### src/rtl/qint_sched.sv
// qint_sched: shares one QBUS interrupt slot among NSRC internal sources.
// Level then round-robin arbitration, IAKI/IAKO chain, DIN/RPLY vector cycle.
module qint_sched #(
    parameter int NSRC  = 4,
    parameter int VEC_W = 9
) (
    input  logic                  clk,
    input  logic                  reset_n,
    input  logic [NSRC-1:0]       src_req,
    input  logic [NSRC-1:0]       src_clr,
    input  logic [2*NSRC-1:0]     src_level,
    input  logic [VEC_W*NSRC-1:0] src_vector,
    output logic [NSRC-1:0]       src_ack,
    input  logic                  RINIT,
    input  logic                  RDIN,
    input  logic [4:7]            RIRQ,
    input  logic                  RIAKI,
    output logic [4:7]            TIRQ,
    output logic                  TIAKO,
    output logic                  TRPLY,
    output logic [VEC_W-1:0]      vector_out,
    output logic                  vector_en
);

    localparam int IW = (NSRC > 1) ? $clog2(NSRC) : 1;

    typedef enum logic [2:0] {
        S_IDLE,
        S_ARMED,
        S_VECTOR,
        S_REPLY,
        S_WAIT
    } state_t;

    state_t           r_state;
    logic [NSRC-1:0]  r_pend;
    logic [NSRC-1:0]  r_ack;
    logic             r_rdin_q;
    logic             r_trply;
    logic             r_ven;
    logic [IW-1:0]    r_rr;
    logic [IW-1:0]    r_grant;
    logic [VEC_W-1:0] r_vec;
    logic [4:7]       r_tirq;

    logic             w_clr;
    logic             w_rise;
    logic             w_fall;
    logic             w_any;
    logic             w_found;
    logic             w_blk;
    logic             w_excl;
    logic [1:0]       w_maxlvl;
    logic [1:0]       w_winlvl;
    logic [IW-1:0]    w_win;
    logic [4:7]       w_tirq;

    function automatic int rot(input logic [IW-1:0] base, input int k);
        return (int'(base) + k) % NSRC;
    endfunction

    assign w_clr  = ~reset_n | RINIT;
    assign w_rise = RDIN & ~r_rdin_q;
    assign w_fall = ~RDIN & r_rdin_q;
    assign w_excl = (r_state == S_VECTOR) || (r_state == S_REPLY) ||
                    (r_state == S_WAIT);

    // highest level present among pending sources
    always_comb begin
        w_any    = 1'b0;
        w_maxlvl = 2'd0;
        for (int i = 0; i < NSRC; i++) begin
            if (r_pend[i]) begin
                w_any = 1'b1;
                if (src_level[2*i +: 2] > w_maxlvl)
                    w_maxlvl = src_level[2*i +: 2];
            end
        end
    end

    // first source at that level, scanning upward from the rr pointer
    always_comb begin
        w_found = 1'b0;
        w_win   = '0;
        for (int k = 0; k < NSRC; k++) begin
            if (!w_found && r_pend[rot(r_rr, k)] &&
                src_level[2*rot(r_rr, k) +: 2] == w_maxlvl) begin
                w_found = 1'b1;
                w_win   = IW'(rot(r_rr, k));
            end
        end
    end

    // winner loses to any external request strictly above its level
    always_comb begin
        w_winlvl = src_level[2*int'(w_win) +: 2];
        unique case (w_winlvl)
            2'd0:    w_blk = RIRQ[5] | RIRQ[6];
            2'd1:    w_blk = RIRQ[6];
            2'd2:    w_blk = RIRQ[7];
            default: w_blk = 1'b0;
        endcase
    end

    // IRQ lines requested by pending sources, minus the one being serviced
    always_comb begin
        w_tirq = '0;
        for (int i = 0; i < NSRC; i++) begin
            if (r_pend[i] && !(w_excl && r_grant == IW'(i))) begin
                w_tirq[4] = 1'b1;
                case (src_level[2*i +: 2])
                    2'd1: w_tirq[5] = 1'b1;
                    2'd2: w_tirq[6] = 1'b1;
                    2'd3: begin
                        w_tirq[6] = 1'b1;
                        w_tirq[7] = 1'b1;
                    end
                    default: ;
                endcase
            end
        end
    end

    // DIN edge history; bus init deliberately leaves it alone
    always_ff @(posedge clk) begin
        if (!reset_n) r_rdin_q <= 1'b0;
        else          r_rdin_q <= RDIN;
    end

    // pending latches: clears beat a same-cycle request
    always_ff @(posedge clk) begin
        if (w_clr) r_pend <= '0;
        else       r_pend <= (r_pend | src_req) & ~src_clr & ~r_ack;
    end

    // registered IRQ drive
    always_ff @(posedge clk) begin
        if (w_clr) r_tirq <= '0;
        else       r_tirq <= w_tirq;
    end

    // grant / vector handshake sequencer with registered outputs
    always_ff @(posedge clk) begin
        if (w_clr) begin
            r_state <= S_IDLE;
            r_trply <= 1'b0;
            r_ven   <= 1'b0;
            r_ack   <= '0;
            r_rr    <= '0;
            r_grant <= '0;
            r_vec   <= '0;
        end else begin
            r_ack <= '0;
            case (r_state)
                S_IDLE: begin
                    if (w_rise && w_any && !w_blk) begin
                        r_grant <= w_win;
                        r_vec   <= src_vector[VEC_W*int'(w_win) +: VEC_W];
                        r_state <= S_ARMED;
                    end
                end
                S_ARMED: begin
                    if (RIAKI) begin
                        r_ven   <= 1'b1;
                        r_state <= S_VECTOR;
                    end else if (w_fall) begin
                        r_state <= S_IDLE;
                    end
                end
                S_VECTOR: begin
                    r_trply <= 1'b1;
                    r_state <= S_REPLY;
                end
                S_REPLY: begin
                    if (w_fall) begin
                        r_trply <= 1'b0;
                        r_ven   <= 1'b0;
                        r_ack   <= NSRC'(1) << r_grant;
                        r_state <= S_WAIT;
                    end
                end
                S_WAIT: begin
                    r_rr    <= (r_grant == IW'(NSRC-1)) ? '0 : r_grant + 1'b1;
                    r_state <= S_IDLE;
                end
                default: r_state <= S_IDLE;
            endcase
        end
    end

    assign TIAKO      = RIAKI & (r_state == S_IDLE);
    assign TIRQ       = r_tirq;
    assign TRPLY      = r_trply;
    assign vector_en  = r_ven;
    assign vector_out = r_vec;
    assign src_ack    = r_ack;

endmodule

### config.mk
export PLATFORM = sky130hd
export DESIGN_NAME = qint_sched
export DESIGN_NICKNAME = d
export VERILOG_FILES = /design/src/rtl/qint_sched.sv
export SDC_FILE = /design/constraint.sdc
export NUM_CORES = 1
export LEC_CHECK = 0
export ABC_AREA = 1
export CAP_MARGIN = 20
export CORE_UTILIZATION = 50
export CTS_BUF_LIST = sky130_fd_sc_hd__clkbuf_2 sky130_fd_sc_hd__clkbuf_4 sky130_fd_sc_hd__clkbuf_8
export CTS_CLUSTER_SIZE = 12
export DETAILED_ROUTE_END_ITERATION = 16
export PLACE_DENSITY = 0.84
export SLEW_MARGIN = 20
export SYNTH_ARGS = -nofsm -noshare
export SYNTH_HDL_FRONTEND = slang
export SYNTH_SLANG_ARGS = --single-unit
### constraint.sdc
create_clock -name clk -period 8.3 [get_ports clk]
set_input_delay 1.66 -clock clk [delete_from_list [all_inputs] [get_ports clk]]
set_output_delay 1.66 -clock clk [all_outputs]
set_load 0.05 [all_outputs]
==> key figures, run 1 <==
Critical path
  • CP Data Arrival Time: approximately 7.4 ns
  • RR Endpoint: r_grant[1]$_SDFFE_PP0P_
  • Crit path to: r_grant[1]$_SDFFE_PP0P_
  • Crit-path slowest cell: clkdlybuf4s50_1
  • Crit path kind: input port to flop
  • Worst r2r src: r_pend[0]$_SDFF_PP0_
  • CP endpoint kind: flop
  • FF-to-FF path depth: 32
  • Max stage delay on crit path: 0.63 ns
  • Top cell by count, worst path: nand2_1
  • Worst reg-to-reg setup slack: ~2.6 ns
  • Crit path launch: src_level[2]
  • Critical Path RT: approximately 8.5 ns
  • Critical Path Start Type: input port
  • Max FO, Critical Path: 20

Clock network
  • Post CTS Setup Buffer Count: 0
  • CTS tree: yes
  • Clk sink count: 31
  • Root cell of the clock tree: clkbuf_8
  • Max Root-Sink Buffers: 2
  • Worst-Skew Late Latency: 0.28 ns
  • Hold-fix buffers, CTS: 0
  • Clock slew seen by the registers of the worst setup and hold paths: ~0.07 ns
  • # H-tree levels: 2
  • Resize count post-CTS: 0
  • TritonCTS Buffers: 5

Global routing
  • Largest net degree at the start of global routing: 30
  • GRT Util Overall: 0.2738
  • Remaining Overflow, GRT: 0
  • Met3 usage: 0.03836
  • Vias in the first global route: 2,696
  • Met1 usage: 0.3435
  • First-pass GRT wire length: 12,030 um
  • Met2 Track Usage GR: 0.4722
  • Initial antenna violation count: 0
  • Busiest grt layer: met2

Drt
  • Remaining DRCs: 0
  • Vias per cell: 5.339
  • Starting DRC count in detailed routing: roughly 190
  • WL per Instance: 13.66 um
  • First-pass detailed-route iteration total: 5
  • Post-route antenna net violation count: 0
  • Final WL: 7788 um
  • Vias: 3,043

Finish
  • Ant diodes: 0
  • Fill count: 468
  • Fin area: 0.003571 sq mm
  • NumNets Final: 574
  • P&R area growth vs syn: 31.40%
  • Layout cells sized above 1: 0.08400

Yosys
  • Post-Syn Area per Cell: roughly 6.3 sq um
  • Yosys warnings: 0
  • Synth Area in Compound Gates: 0.1717
  • Area contributors post-synth: dfxtp_1, nand2_1, nor2_1, nand3_1, ha_1
  • Synth area leader: dfxtp_1
  • Cells after Synth: 430
  • Syn Nets: 504
  • Unique cell type count in the Yosys netlist: 41
  • Mux cell area share after synthesis: 0.007366
  • Synth top area share: 0.2284
  • Synthesized-area fraction occupied by adder cells: 0.05985
  • Largest family of logic cells by synthesized area: simple AND/OR/NAND/NOR gates
  • Number of synthesized register bits: 31
  • Synth Area in XOR/XNOR: 0.01611
  • Mapped Area: ~0.0027 sq mm
  • Sequential fraction of the synthesis area: 0.2284
  • Post-Synth Simple-Gate Area: 0.4047

Timing
  • Tcrit/Tclk final: 0.8691
  • Clock skew: 0.005996 ns
  • Final worst setup slack: around 1.1 ns
  • Achievable Freq: approximately 140 MHz
  • WHS: between 0.4 and 0.5 ns
  • Max_slew headroom: 0.2907
  • RSZ-0062 raised after global routing: no
  • TNS Setup: 0 ns
  • Max Slew Vio Count: 0
  • Tightest Pin Transition: 1.062 ns
  • Fin crit period: just over 7 ns
  • Setup Viol. Count Final: 0
  • Fin. Hold Viols: 0

Floorplan
  • Die ar.: 0.005734 sq mm
  • Die Ht: 75.73 um
  • Initial core utilization: 0.5254
  • Core area: 0.005172 sq mm
  • Cell Rows: 26
  • Die Wd: 75.73 um
  • I/O pins: 81

Placement
  • Place WS: 0.8783 ns
  • Post-DP Area: about 0.0035 sq mm
  • RePlAce Congestion: 0.8606
  • Post-DP HPWL: 6064 um
  • IO buf count: just under 80

Job
  • Max Cap Violations: 0

Power
  • Worst IR Drop VDD: 0.1301 mV
  • Leak: 1.548 nW
  • Total power: 369.1 uW
  • Power Dens Cells: between 100 and 150 mW/mm^2

Hold path
  • Hold Path Class: flop to flop

Status
  • Run status: complete, no violations
-- layout make-up --
class                      count  area (sq um)  share of cell area
clock inverter                 1         5.005            0.001402
sequential                    31         620.6              0.1738
inverter                      51         191.4             0.05361
multi-input combinational    332          1793              0.5021
clock buffer                   6         82.58             0.02313
timing repair buffer          79         790.8              0.2214
tap                           70         87.58             0.02453
-- layout by cell type (no fill, tap or decap), drive strengths merged, types with 3 or more instances in the layout --
cell           instances
nand3                 44
dfxtp                 31
nand4                 13
o31ai                  6
nand2                 99
o22ai                  4
inv                   51
ha                    13
a21oi                 26
clkbuf                 6
o21ai                 33
nor2                  66
nor4                   4
nor3                   3
clkdlybuf4s50         79
o21a                   5
-- where the power goes --
part | total, mW | leakage [nW] | internal [mW] | switching [mW]
Combinational | 0.0975 | 1.25 | 0.0453 | 0.0522
Clock | 0.119 | 0.0470 | 0.0649 | 0.0536
Sequential | 0.153 | 0.251 | 0.151 | 0.00199
Total | 0.369 | 1.55 | 0.261 | 0.108
-- Yosys cell counts, drive strengths merged --
master,instances
mux2i,2
o311ai,1
nor4,4
clkbuf,2
nor2,66
a41oi,1
buf,14
o21a,5
o22ai,4
o21ai,33
nand4,13
a31oi,1
or2,2
a32oi,1
inv,51
xnor2,1
dfxtp,31
a221oi,1
o21bai,2
and2,1
ha,13
a21oi,26
nor3b,2
nand2,99
nor3,3
nand3,44
xor2,1
o31ai,6
-- worst max-delay path: cells and delay by family --
family | cells | cell delay (ns)
AOI/OAI and AO/OA | 3 | 0.43
adders and majority gates | 3 | 0.77
buffers and inverters | 4 | 0.87
and+or+nand+nor | 23 | 3.66
-- registers in the layout, indices dropped and copies added (netlist names) --
signal / cells
vector_out: 9
TIRQ: 4
r_pend: 4
src_ack: 4
r_state: 3
r_grant: 2
r_rr: 2
TRPLY: 1
r_rdin_q: 1
vector_en: 1
-- cells by family (layout without fill, tap and decap cells) --
family          count (synthesis)  after routing
simple gates                  234            234
buf+inv                        67            137
xor+xnor                        2              2
mux                             2              2
fa+ha+maj                      13             13
flops                          31             31
compound gates                 81             81
-- stage by stage --
step                cells  utilization
floorplan             430            -
global placement      563       0.6734
detailed placement    563       0.6734
CTS                   570       0.6904
global route          570       0.6904
finish                570       0.6904
-- worst min-delay path by stage --
stage,startpoint,endpoint,cells after the start
detailed placement,src_ack[2]$_SDFF_PP0_,r_pend[2]$_SDFF_PP0_,1
floorplan,r_grant[0]$_SDFFE_PP0P_,src_ack[2]$_SDFF_PP0_,1
global placement,src_ack[2]$_SDFF_PP0_,r_pend[2]$_SDFF_PP0_,1
finish,src_ack[2]$_SDFF_PP0_,r_pend[2]$_SDFF_PP0_,1
global route,src_ack[0]$_SDFF_PP0_,r_pend[0]$_SDFF_PP0_,1
CTS,src_ack[2]$_SDFF_PP0_,r_pend[2]$_SDFF_PP0_,1
-- per-layer routing --
metal	part of all wire	vias up
met4	0.021	0
met3	0.043	16
met5	0	-
met1	0.43	1376
li1	-	1566
met2	0.51	85
(Power assumes the default switching activity.)
==> inputs of run 2 (changes only) <==
==> constraint.sdc (replaced) <==
create_clock -name clk -period 8.3 [get_ports clk]
set_input_delay 2.075 -clock clk [delete_from_list [all_inputs] [get_ports clk]]
set_output_delay 2.075 -clock clk [all_outputs]
set_load 0.05 [all_outputs]
==> key figures, run 2 (synthesis results as in run 1) <==
Drt
  • WL per Instance: 13.58 um (was 13.66 um)
  • Starting DRC count in detailed routing: 179 (was 189)
  • First-pass detailed-route iteration total: 4 (was 5)
  • Remaining DRCs: 0 (unchanged)
  • Vias: 3,121 (was 3,043)
  • Post-route antenna net violation count: 0 (unchanged)
  • Final WL: 7754 um (was 7788 um)
  • Vias per cell: 5.466 (was 5.339)

Critical path
  • Crit-path slowest cell: clkdlybuf4s50_1 (unchanged)
  • Top cell by count, worst path: nand2_1 (unchanged)
  • Critical Path RT: 8.47 ns (was 8.48 ns)
  • Max FO, Critical Path: 13 (was 20)
  • CP Data Arrival Time: 7.57 ns (was 7.39 ns)
  • Crit path kind: input port to flop (unchanged)
  • Critical Path Start Type: input port (unchanged)
  • Max stage delay on crit path: 0.63 ns (about the same)
  • CP endpoint kind: flop (unchanged)

Finish
  • Layout cells sized above 1: 0.08782 (was 0.08400)
  • Fin area: 0.003580 sq mm (was 0.003571 sq mm)
  • Finished Layout Cells: 571 (was 570)
  • Ant diodes: 0 (unchanged)
  • P&R area growth vs syn: 31.72% (was 31.40%)
  • NumNets Final: 575 (was 574)
  • Leading cell type in the layout, fill and taps excluded: nand2_1 (unchanged)
  • Max reg flops: 9 (unchanged)
  • Most frequent cells in the layout: nand2_1, clkdlybuf4s50_1, nor2_1 (unchanged)

Placement
  • RePlAce Congestion: 0.8563 (was 0.8606)
  • Post-DP Area: 0.003491 sq mm (was 0.003483 sq mm)
  • # placed instances: 564 (was 563)
  • IO buf count: 79 (unchanged)
  • Place WS: 0.6713 ns (was 0.8783 ns)
  • Post-DP HPWL: 6069 um (was 6064 um)

Timing
  • Achievable Freq: 135.2 MHz (was 138.6 MHz)
  • Max_slew headroom: 0.4055 (was 0.2907)
  • Setup Viol. Count Final: 0 (unchanged)
  • RSZ-0062 raised after global routing: no (unchanged)
  • Fin. Hold Viols: 0 (unchanged)
  • Final worst setup slack: 0.9061 ns (was 1.086 ns)
  • TNS Setup: 0 ns (unchanged)
  • Tightest Pin Transition: 0.8918 ns (was 1.062 ns)
  • Clock skew: 0.004334 ns (was 0.005996 ns)
  • Tcrit/Tclk final: 0.8908 (was 0.8691)
  • Fin crit period: 7.394 ns (was 7.214 ns)
  • Max Slew Vio Count: 0 (unchanged)

Global routing
  • Initial antenna violation count: 0 (unchanged)
  • GRT Util Overall: 0.2770 (was 0.2738)
  • Largest net degree at the start of global routing: 30 (unchanged)
  • First-pass GRT wire length: 12,100 um (was 12,030 um)
  • Remaining Overflow, GRT: 0 (unchanged)
  • Vias in the first global route: 2,721 (was 2,696)

Power
  • Sequential Power Share: 0.414 (was 0.415)
  • Leak: 1.554 nW (was 1.548 nW)
  • Total power: 369.1 uW (about the same)
  • Comb power frac: 0.265 (was 0.264)
  • Power Dens Cells: 103.1 mW/mm^2 (was 103.4 mW/mm^2)
  • Clk pwr share: 0.321 (about the same)
  • Sw frac: 0.2919 (was 0.2923)
  • Switching power: 107.7 uW (was 107.9 uW)
  • Worst IR Drop VDD: 0.1082 mV (was 0.1301 mV)
  • Internal: 261.4 uW (was 261.2 uW)

Floorplan
  • Initial core utilization: 0.5254 (unchanged)
  • Die Ht: 75.73 um (unchanged)
  • I/O pins: 81 (unchanged)
  • Die ar.: 0.005734 sq mm (unchanged)
  • Core area: 0.005172 sq mm (unchanged)
  • Die Wd: 75.73 um (unchanged)
  • Cell Rows: 26 (unchanged)

Clock network
  • Worst-Skew Late Latency: 0.28 ns (about the same)
  • Clock slew seen by the registers of the worst setup and hold paths: 0.06 ns (was 0.07 ns)
  • TritonCTS Buffers: 5 (unchanged)
  • # H-tree levels: 2 (unchanged)
  • Max Root-Sink Buffers: 2 (unchanged)
  • Clk sink count: 31 (unchanged)
  • CTS tree: yes (unchanged)
  • Post CTS Setup Buffer Count: 0 (unchanged)
  • Resize count post-CTS: 0 (unchanged)
  • Hold-fix buffers, CTS: 0 (unchanged)
  • Root cell of the clock tree: clkbuf_8 (unchanged)

Hold path
  • Hold Path Class: flop to flop (unchanged)

Job
  • Max Cap Violations: 0 (unchanged)

Status
  • Run status: complete, no violations (unchanged)
==> run 2: worst paths after layout <==
path,slack [ns],endpoint,depth (start not counted),startpoint
min reg2reg,0.43,r_pend[0]$_SDFF_PP0_,1,src_ack[0]$_SDFF_PP0_
max,0.91,r_grant[0]$_SDFFE_PP0P_,33,src_level[2]
max reg2reg,2.85,r_grant[0]$_SDFFE_PP0P_,32,r_pend[0]$_SDFF_PP0_
min,0.43,r_pend[0]$_SDFF_PP0_,1,src_ack[0]$_SDFF_PP0_
==> run 2: power by group through the flow <==
stage	logic (mW)	clock network [mW]	registers (mW)
3_3_place_gp	0.0941	0	0.156
4_1_cts	0.0970	0.120	0.153
5_1_grt	0.108	0.129	0.153
3_5_place_dp	0.0963	0	0.156
2_1_floorplan	0.0503	0	0.159
6_report	0.0977	0.119	0.153
==> run 2: routing by layer <==
layer  vias to the layer above  global-route usage  wire [um]
met5                         -                   0          0
met4                         0             0.09671        153
met3                        16             0.02910        321
met2                        90              0.4891       3892
met1                      1441              0.3502       3387
li1                       1574                   -          -
==> run 2: cell type report <==
class / instances / area, sq um
inverters: 51 / 191.4
multi-input cells: 332 / 1793
fillers: 451 / 1593
well taps: 70 / 87.58
clock inverters: 1 / 5.005
repair buffers: 80 / 798.3
clock buffers: 6 / 82.58
flip-flops and latches: 31 / 621.8
==> run 2: critical path: cells and delay by family <==
| kind | cells | cell delay (ns) |
|---|---|---|
| adders and majority gates | 3 | 0.76 |
| and+or+nand+nor | 23 | 3.40 |
| buffers and inverters | 4 | 0.85 |
| AOI/OAI and AO/OA | 3 | 0.45 |
==> run 2: metrics by stage <==
step           hold slack (ns)  utilization
2_1_floorplan           0.4559            -
3_3_place_gp            0.4117       0.6749
3_5_place_dp            0.4147       0.6749
4_1_cts                 0.4232       0.6918
5_1_grt                 0.4544       0.6921
6_report                0.4273       0.6921
